<file path="src/rtl/button_conditioner.sv">
// Three-channel push-button conditioner: two-flop synchronizer, debounce, and
// press / long-press / auto-repeat pulse generation with one independent FSM per channel.
module button_conditioner #(
  parameter int unsigned DEBOUNCE_CYCLES   = 2,
  parameter int unsigned LONG_PRESS_CYCLES = 100,
  parameter int unsigned REPEAT_CYCLES     = 25
) (
  input  logic       clockSignal,
  input  logic       reset,
  input  logic       startOrStopRaw,
  input  logic       splitOrResetRaw,
  input  logic       modeInputRaw,
  output logic [2:0] buttonLevel,
  output logic [2:0] buttonPulse,
  output logic [2:0] longPulse,
  output logic [2:0] repeatPulse
);

  localparam logic [7:0]  DB_LAST   = 8'(DEBOUNCE_CYCLES);
  localparam logic [15:0] LONG_LAST = 16'(LONG_PRESS_CYCLES);
  localparam logic [15:0] REP_LAST  = 16'(REPEAT_CYCLES);

  typedef enum logic [2:0] {
    IDLE,
    PRESS_WAIT,
    PRESSED,
    HELD,
    RELEASE_WAIT
  } state_e;

  logic [2:0] raw_w;
  assign raw_w = {modeInputRaw, splitOrResetRaw, startOrStopRaw};

  for (genvar ch = 0; ch < 3; ch++) begin : g_ch
    logic        sync1_q, sync2_q;
    state_e      state_q;
    logic        from_held_q;
    logic [7:0]  db_q;
    logic [15:0] hold_q, rpt_q;
    logic        level_q, press_q, long_q, rpt_pulse_q;
    logic [7:0]  db_d;
    logic [15:0] hold_d, rpt_d;
    logic        in_pressed;

    assign db_d   = db_q + 8'd1;
    assign hold_d = hold_q + 16'd1;
    assign rpt_d  = rpt_q + 16'd1;
    // RELEASE_WAIT keeps counting on behalf of whichever state it came from.
    assign in_pressed = (state_q == PRESSED) || ((state_q == RELEASE_WAIT) && !from_held_q);

    // NOTE: sequential state uses non-blocking assignments only, so every flop
    // in this block sees the pre-edge values of its neighbours.
    always_ff @(posedge clockSignal) begin
      if (reset) begin
        // NOTE: the synchronizer flops are reset too, so a held button is
        // re-debounced from scratch once reset drops.
        sync1_q     <= 1'b0;
        sync2_q     <= 1'b0;
        state_q     <= IDLE;
        from_held_q <= 1'b0;
        db_q        <= '0;
        hold_q      <= '0;
        rpt_q       <= '0;
        level_q     <= 1'b0;
        press_q     <= 1'b0;
        long_q      <= 1'b0;
        rpt_pulse_q <= 1'b0;
      end else begin
        sync1_q     <= raw_w[ch];
        sync2_q     <= sync1_q;
        press_q     <= 1'b0;
        long_q      <= 1'b0;
        rpt_pulse_q <= 1'b0;
        case (state_q)
          IDLE, PRESS_WAIT: begin
            if (!sync2_q) begin
              state_q <= IDLE;
            end else if ((state_q == IDLE) && (DB_LAST != 8'd1)) begin
              state_q <= PRESS_WAIT;
              db_q    <= 8'd1;
            end else if ((state_q == IDLE) || (db_d == DB_LAST)) begin
              state_q     <= PRESSED;
              from_held_q <= 1'b0;
              level_q     <= 1'b1;
              press_q     <= 1'b1;
              hold_q      <= '0;
            end else begin
              db_q <= db_d;
            end
          end
          PRESSED, HELD, RELEASE_WAIT: begin
            if (sync2_q) begin
              if (in_pressed) begin
                if (hold_d == LONG_LAST) begin
                  state_q     <= HELD;
                  from_held_q <= 1'b1;
                  long_q      <= 1'b1;
                  rpt_q       <= '0;
                end else begin
                  state_q <= PRESSED;
                  hold_q  <= hold_d;
                end
              end else begin
                state_q <= HELD;
                if (rpt_d == REP_LAST) begin
                  rpt_pulse_q <= 1'b1;
                  rpt_q       <= '0;
                end else begin
                  rpt_q <= rpt_d;
                end
              end
            end else if ((state_q == RELEASE_WAIT) ? (db_d == DB_LAST) : (DB_LAST == 8'd1)) begin
              state_q <= IDLE;
              level_q <= 1'b0;
            end else if (state_q == RELEASE_WAIT) begin
              db_q <= db_d;
            end else begin
              state_q <= RELEASE_WAIT;
              db_q    <= 8'd1;
            end
          end
          default: state_q <= IDLE;
        endcase
      end
    end

    assign buttonLevel[ch] = level_q;
    assign buttonPulse[ch] = press_q;
    assign longPulse[ch]   = long_q;
    assign repeatPulse[ch] = rpt_pulse_q;
  end

endmodule

</file>
<file path="config.mk">
export PLATFORM = sky130hd
export DESIGN_NAME = button_conditioner
export DESIGN_NICKNAME = d
export VERILOG_FILES = /design/src/rtl/button_conditioner.sv
export SDC_FILE = /design/constraint.sdc
export NUM_CORES = 1
export LEC_CHECK = 0
export ABC_AREA = 0
export CAP_MARGIN = 10
export CORE_UTILIZATION = 60
export CTS_CLUSTER_SIZE = 40
export DETAILED_ROUTE_END_ITERATION = 10
export PLACE_DENSITY = 0.77
export SETUP_SLACK_MARGIN = 0.5
export SLEW_MARGIN = 20
export SYNTH_ARGS = -nofsm -noshare
export SYNTH_HDL_FRONTEND = slang
export SYNTH_SLANG_ARGS = --single-unit
export TNS_END_PERCENT = 10
</file>
<file path="constraint.sdc">
create_clock -name clockSignal -period 4.04 [get_ports clockSignal]
set_clock_uncertainty 0.2 [all_clocks]
set_input_delay 0.606 -clock clockSignal [delete_from_list [all_inputs] [get_ports clockSignal]]
set_output_delay 0.606 -clock clockSignal [all_outputs]
set_load 0.02 [all_outputs]
</file>
==> flow_summary.json <==
{
  "run_status": "finished, final reports clean",
  "grt_setup_unrepaired": "true",
  "post_synthesis_net_count": 1279,
  "htree_num_levels": 4,
  "floorplan.die.width_um": 129,
  "routed_via_density": 6.49,
  "cts_resized": 0,
  "grt_start_max_net_pins": 59,
  "clk_pin_slew_ps": 60,
  "globalplace.congestion": 0.905,
  "tightest_slew_ps": 941,
  "master_cell_of_the_clock_root_buffer": "sky130_fd_sc_hd__clkbuf_16",
  "antenna_found_initial": 0,
  "gr-max-usage-layer": "met2",
  "totalWireLength_um": 22900,
  "grtUsageMet2_pct": 45.8,
  "synth_sequential_area_ratio_pct": 31.1,
  "antenna_left": 0,
  "endpoint_kind": "register",
  "ctsHoldBuffers": 0,
  "synth.distinct_cells": 86,
  "initial_utilization_pct": 61.0,
  "avgSynthCellArea_um2": 7.69,
  "finalWorstPathRequiredPeriod_ps": 3320,
  "final_min_period_over_clock_period_pct": 82.1,
  "crit_path_max_fanout": 13,
  "critical_path_class": "reg2reg",
  "hold_path.class": "reg2reg",
  "globalRoute.totalOverflow": 0,
  "cap_viol_max_count": 0,
  "ir_drop_worst_case_vdd_v": 0.000353,
  "avgRoutedWirePerCell_um": 16.1,
  "drc_errors": 0,
  "final_layout_size_suffix_gt1_share_pct": 5.95,
  "power_leakage_uw": 0.00337,
  "timing.hold.worst_path_depth": 1,
  "fill_cells": 1402,
  "worst_slew_margin_relative_to_its_limit_pct": 37.0,
  "sink_count": 150,
  "final_count_of_pins_violating_max_slew": 0,
  "cts_buffers": 17,
  "globalRouteTotalUtil_pct": 28.1,
  "critical_path.startpoint_type": "register",
  "data_required_time_of_the_critical_path_ps": 4110,
  "yosys_register_bits": 150,
  "groute.layer.met3.usage_pct": 5.16,
  "detailroute.via_count": 9268,
  "number_of_global_route_vias_before_repair": 8068,
  "dp.final_hpwl_um": 15000,
  "async_reset_ff_share_pct": 0,
  "nets": 1221,
  "antennaDiodeCount": 0,
  "clock.fmax_mhz": 301,
  "port_buffers": 16,
  "drt_iter0_drc": 791,
  "mappedNetlistArea_um2": 9660,
  "groute.layer.met1.usage_pct": 38.0,
  "total_power_uw": 3210,
  "finalCoreUtilization_pct": 65.0,
  "placementRows": 46,
  "area.growth.synth_to_final_pct": 6.53,
  "setup_viol": 0,
  "clk-insertion-delay-late_ps": 430,
  "number_of_hold_slack_violations_in_the_final_timing_report": 0,
  "clk_path_buf_depth": 2,
  "ioPinCount": 17,
  "die_height_um": 129,
  "whs_ps": 252,
  "core_um2": 15800,
  "cts_tree": "done",
  "dominantRegCellSynth": "sky130_fd_sc_hd__dfxtp_1",
  "sum_of_negative_setup_slack_ps": 0,
  "synthCells": 1256,
  "edff_count_synth": 0,
  "synth-warning-count": 0,
  "drt_pass1_iterations": 6,
  "cts_post_setup_buffers_inserted": 0,
  "grt_pass1_wl_um": 38500,
  "die_area_um2": 16600,
  "r2r.worst_path.cells": 8,
  "worst_ep_arrival_time_ps": 3390,
  "power.density_cell_area_nw_per_um2": 312
}
[synth_stat cells (6+ instances only)]
library cell	count	share of area, %
sky130_fd_sc_hd__nor3_1	51	2.6
sky130_fd_sc_hd__o21a_1	9	0.70
sky130_fd_sc_hd__clkbuf_1	68	2.6
sky130_fd_sc_hd__a21oi_1	79	4.1
sky130_fd_sc_hd__a31oi_1	27	1.7
sky130_fd_sc_hd__or3_1	24	1.6
sky130_fd_sc_hd__a41oi_1	11	1.0
sky130_fd_sc_hd__a21o_1	10	0.78
sky130_fd_sc_hd__buf_4	15	1.2
sky130_fd_sc_hd__a211oi_1	15	1.2
sky130_fd_sc_hd__mux2i_1	11	1.1
sky130_fd_sc_hd__a311oi_1	21	1.9
sky130_fd_sc_hd__nor2_1	92	3.6
sky130_fd_sc_hd__o211ai_1	16	1.2
sky130_fd_sc_hd__o31ai_1	13	1.0
sky130_fd_sc_hd__and3_1	31	2.0
sky130_fd_sc_hd__nor3b_1	8	0.62
sky130_fd_sc_hd__buf_1	6	0.23
sky130_fd_sc_hd__nand4_1	35	2.3
sky130_fd_sc_hd__nor4_1	18	1.2
sky130_fd_sc_hd__o32ai_1	10	0.91
sky130_fd_sc_hd__a211o_1	9	0.82
sky130_fd_sc_hd__or4_1	8	0.62
sky130_fd_sc_hd__nand4b_1	11	1.0
sky130_fd_sc_hd__dfxtp_1	150	31
sky130_fd_sc_hd__o31a_1	6	0.54
sky130_fd_sc_hd__nand3_1	72	3.7
sky130_fd_sc_hd__xnor2_1	14	1.3
sky130_fd_sc_hd__nand2b_1	18	1.2
sky130_fd_sc_hd__o41ai_1	8	0.73
sky130_fd_sc_hd__ha_1	18	2.3
sky130_fd_sc_hd__buf_2	19	0.98
sky130_fd_sc_hd__nand2_1	106	4.1
sky130_fd_sc_hd__and2_1	12	0.78
sky130_fd_sc_hd__and4_1	10	0.91
sky130_fd_sc_hd__o21ai_1	23	1.2
sky130_fd_sc_hd__nor2b_1	10	0.65
sky130_fd_sc_hd__inv_1	41	1.6
sky130_fd_sc_hd__o21ai_0	40	2.1
[flip-flops by register name, summed over array words and instances, names as in the netlist]
name	flops
g_ch.sync1_q	3
g_ch.long_q	3
g_ch.sync2_q	3
g_ch.hold_q	48
g_ch.rpt_pulse_q	3
g_ch.state_q	9
g_ch.rpt_q	48
g_ch.db_q	24
g_ch.press_q	3
g_ch.level_q	3
g_ch.from_held_q	3
[routing by layer]
layer  wire, um  up-vias
met5          0        -
met4        221        0
met3       1070       28
met2      10700      238
met1      11000     4372
li1           -     4630
[where the power goes]
group	switching [uW]	internal [uW]	leakage, uW	total, uW
Clock	622	952	0.000283	1570
Combinational	69.6	39.3	0.00188	109
Sequential	29.1	1490	0.00121	1520
Total	720	2490	0.00337	3210
[path summary, 6_finish.rpt]
kind / slack (ps) / start / endpoint
setup / recovery: 720 / g_ch[1].hold_q[0] / g_ch[1].rpt_q[4]
hold / removal: 250 / g_ch[1].sync1_q / g_ch[1].sync2_q
hold reg to reg: 250 / g_ch[1].sync1_q / g_ch[1].sync2_q
setup reg to reg: 720 / g_ch[1].hold_q[0] / g_ch[1].rpt_q[4]
[cell type report]
class / instances / area, um^2 / share of cell area, %
multi-input combinational: 955 / 6000 / 58.3
sequential: 150 / 3000 / 29.2
timing repair buffer: 32 / 278 / 2.70
inverter: 42 / 158 / 1.53
tap: 216 / 270 / 2.63
clock inverter: 9 / 100 / 0.973
clock buffer: 23 / 478 / 4.64
[logic make-up after synthesis]
kind of cell	count (synthesis)	synth area share, %
compound gates	369	27.1
mux	15	1.61
fa+ha+maj	18	2.33
xor+xnor	19	1.72
buf+inv	151	6.77
flops	150	31.1
simple gates	534	29.4
[stage by stage]
stage               instances  setup slack (ps)  area, um^2
floorplan                1256              1170        9660
global placement         1395               865        9710
detailed placement       1395               755        9710
CTS                      1427               731       10300
global route             1427               492       10300
finish                   1427               723       10300
[critical path, stage by stage (launching register included)]
cell	delay, ps
sky130_fd_sc_hd__dfxtp_1	480
sky130_fd_sc_hd__ha_1	320
sky130_fd_sc_hd__nand3_1	320
sky130_fd_sc_hd__nor3_2	360
sky130_fd_sc_hd__a32o_1	210
sky130_fd_sc_hd__a21oi_1	70
sky130_fd_sc_hd__or3_1	460
sky130_fd_sc_hd__a21oi_2	570
sky130_fd_sc_hd__o32ai_1	180
[cell usage in the layout (no fill, tap or decap), types with 31 or more instances in the layout]
master,n
sky130_fd_sc_hd__nor3_1,51
sky130_fd_sc_hd__nand4_1,35
sky130_fd_sc_hd__inv_1,41
sky130_fd_sc_hd__nand3_1,72
sky130_fd_sc_hd__a21oi_1,79
sky130_fd_sc_hd__dfxtp_1,150
sky130_fd_sc_hd__nand2_1,106
sky130_fd_sc_hd__and3_1,31
sky130_fd_sc_hd__o21ai_0,40
sky130_fd_sc_hd__nor2_1,92
Note: power is estimated with default switching activity, not from simulation.
==> RTL change: new RTL, config.mk and constraints unchanged <==
The parameter `REPEAT_CYCLES` goes from 25 to 18.
--- a/src/rtl/button_conditioner.sv
+++ b/src/rtl/button_conditioner.sv
@@ -4,5 +4,5 @@
   parameter int unsigned DEBOUNCE_CYCLES   = 2,
   parameter int unsigned LONG_PRESS_CYCLES = 100,
-  parameter int unsigned REPEAT_CYCLES     = 25
+  parameter int unsigned REPEAT_CYCLES     = 18
 ) (
   input  logic       clockSignal,
Function: not settled (the Yosys comparison gave no result); the edit may change what the design does.
==> RTL change against the unedited design <==
  * Largest cell class unchanged
  * Power fell by 1.8%
  * Routed wire length fell by 6.8%
  * Area after synthesis fell by 1.2%
  * Design area fell by 1.7%
  * Synthesized cell count fell by 2.2%
  * Worst setup slack improved by 0.081 ns
  * Sequential cell count did not move
  * Maximum frequency rose by 2.5%
==> RTL change: results <==
[timing]
fin_hold_ws_ns = 0.2359
relSlewSlack = 0.3708

[cts]
cts_resized = 0
cts_buffers = 17
htreeDepth = 4
clk_path_buf_depth = 2
cts.reportedPaths.clkPinSlew_ns = 0.06

[logic_synthesis]
yosysSeqAreaShare = 0.3146
yosys_warnings = 0
yosys-top-cells-area = "dfxtp_1, nand2_1, a21oi_1"
synthTopCellsByCount = "dfxtp_1, nand2_1, nor2_1, a21oi_1, nand3_1"
syn-num-nets = 1251
ys_types = 91
synth.avg_cell_area_um2 = 7.772

[grt]
grt_max_degree = 50
grt_pass1_vias = 7859
grt_usage = 0.2686
grt_pass1_wl_um = 36380

[critical_path]
crit_fanout = 10
arrival_ns = 3.35
r2r_end = "g_ch[1].hold_q[0]$_SDFFE_PP0P_"
critical-path-max-stage-delay_ns = 0.63
r2r_slack_ns = 0.80
cp_slowest_cell = "nor4_1"

[placement]
dpl.hpwl_um = 14290
dp.cells = 1370
place_congestion = 0.8819

[drt]
wl_per_cell_um = 15.31
finalWirelength_um = 21380
drt_iter0_drc = 702
num_vias = 8927

[final_layout]
largestRegisters = "g_ch.hold_q (48), g_ch.rpt_q (48), g_ch.db_q (24)"
fill_cells = 1349
drive_gt1_frac = 0.07251
nets = 1201

[status]
status = "finished clean"

[min_path]
min_path_type = "reg2reg"
holdPathEnd = "g_ch[1].sync2_q$_SDFF_PP0_"

[power_and_ir_drop]
leakage_nw = 3.282
irDropWorstVdd_mv = 0.3431
-- RTL change: cells by family after synthesis --
kind of cell | Yosys count | synth area share
flops | 150 | 0.3146
simple gates | 532 | 0.3013
fa+ha+maj | 18 | 0.02360
compound gates | 365 | 0.2673
mux | 7 | 0.007342
xor+xnor | 27 | 0.02478
buf+inv | 129 | 0.06109
-- RTL change: stage by stage --
step	worst slack, ns	area (µm²)	utilization
after global placement	0.9098	9574	0.6229
after floorplan	1.245	9544	-
after global routing	0.5585	10120	0.6581
after detailed placement	0.8822	9574	0.6229
after CTS	0.8639	10120	0.6581
final	0.8038	10120	0.6581
-- RTL change: how the worst max path moves through the flow --
stage,start,endpoint,slack [ns],depth (start not counted)
after floorplan,g_ch[0].hold_q[0]$_SDFFE_PP0P_,g_ch[0].rpt_q[8]$_SDFFE_PP0P_,1.25,9
after global placement,g_ch[1].hold_q[0]$_SDFFE_PP0P_,g_ch[1].hold_q[0]$_SDFFE_PP0P_,0.91,8
after detailed placement,g_ch[1].hold_q[0]$_SDFFE_PP0P_,g_ch[1].hold_q[0]$_SDFFE_PP0P_,0.88,8
after CTS,g_ch[1].hold_q[0]$_SDFFE_PP0P_,g_ch[1].hold_q[0]$_SDFFE_PP0P_,0.86,8
after global routing,g_ch[1].hold_q[0]$_SDFFE_PP0P_,g_ch[1].hold_q[0]$_SDFFE_PP0P_,0.56,8
final,g_ch[1].hold_q[0]$_SDFFE_PP0P_,g_ch[1].hold_q[0]$_SDFFE_PP0P_,0.80,8
-- RTL change: layout make-up --
| cell class | instances | area, µm² | area share |
|---|---|---|---|
| Timing Repair Buffer | 23 | 210.2 | 0.02078 |
| Tap cell | 211 | 264.0 | 0.02610 |
| Multi-Input combinational cell | 949 | 5958 | 0.5890 |
| Inverter | 37 | 138.9 | 0.01373 |
| Sequential cell | 150 | 3003 | 0.2968 |
| Clock buffer | 22 | 464.2 | 0.04589 |
| Clock inverter | 5 | 77.57 | 0.007668 |
-- RTL change: routing by layer --
layer  routed length (µm)  share of wire  global-route usage
met2                 9926           0.46              0.4425
met5                    0              0                   0
met4                  287          0.013             0.08997
met1                10200           0.48              0.3535
met3                  966          0.045             0.04925
-- RTL change: power by group --
part           switching (mW)  internal (mW)
combinational          0.0696         0.0386
sequential             0.0230           1.49
clock                   0.606          0.921
-- RTL change: worst register-to-register path, stage by stage, from the launching register on --
cell     delay, ns
dfxtp_1       0.49
ha_1          0.31
nand4_1       0.26
nor3_1        0.35
a21oi_1       0.10
or4_1         0.51
nor4_1        0.63
or4_1         0.20
a21oi_1       0.05
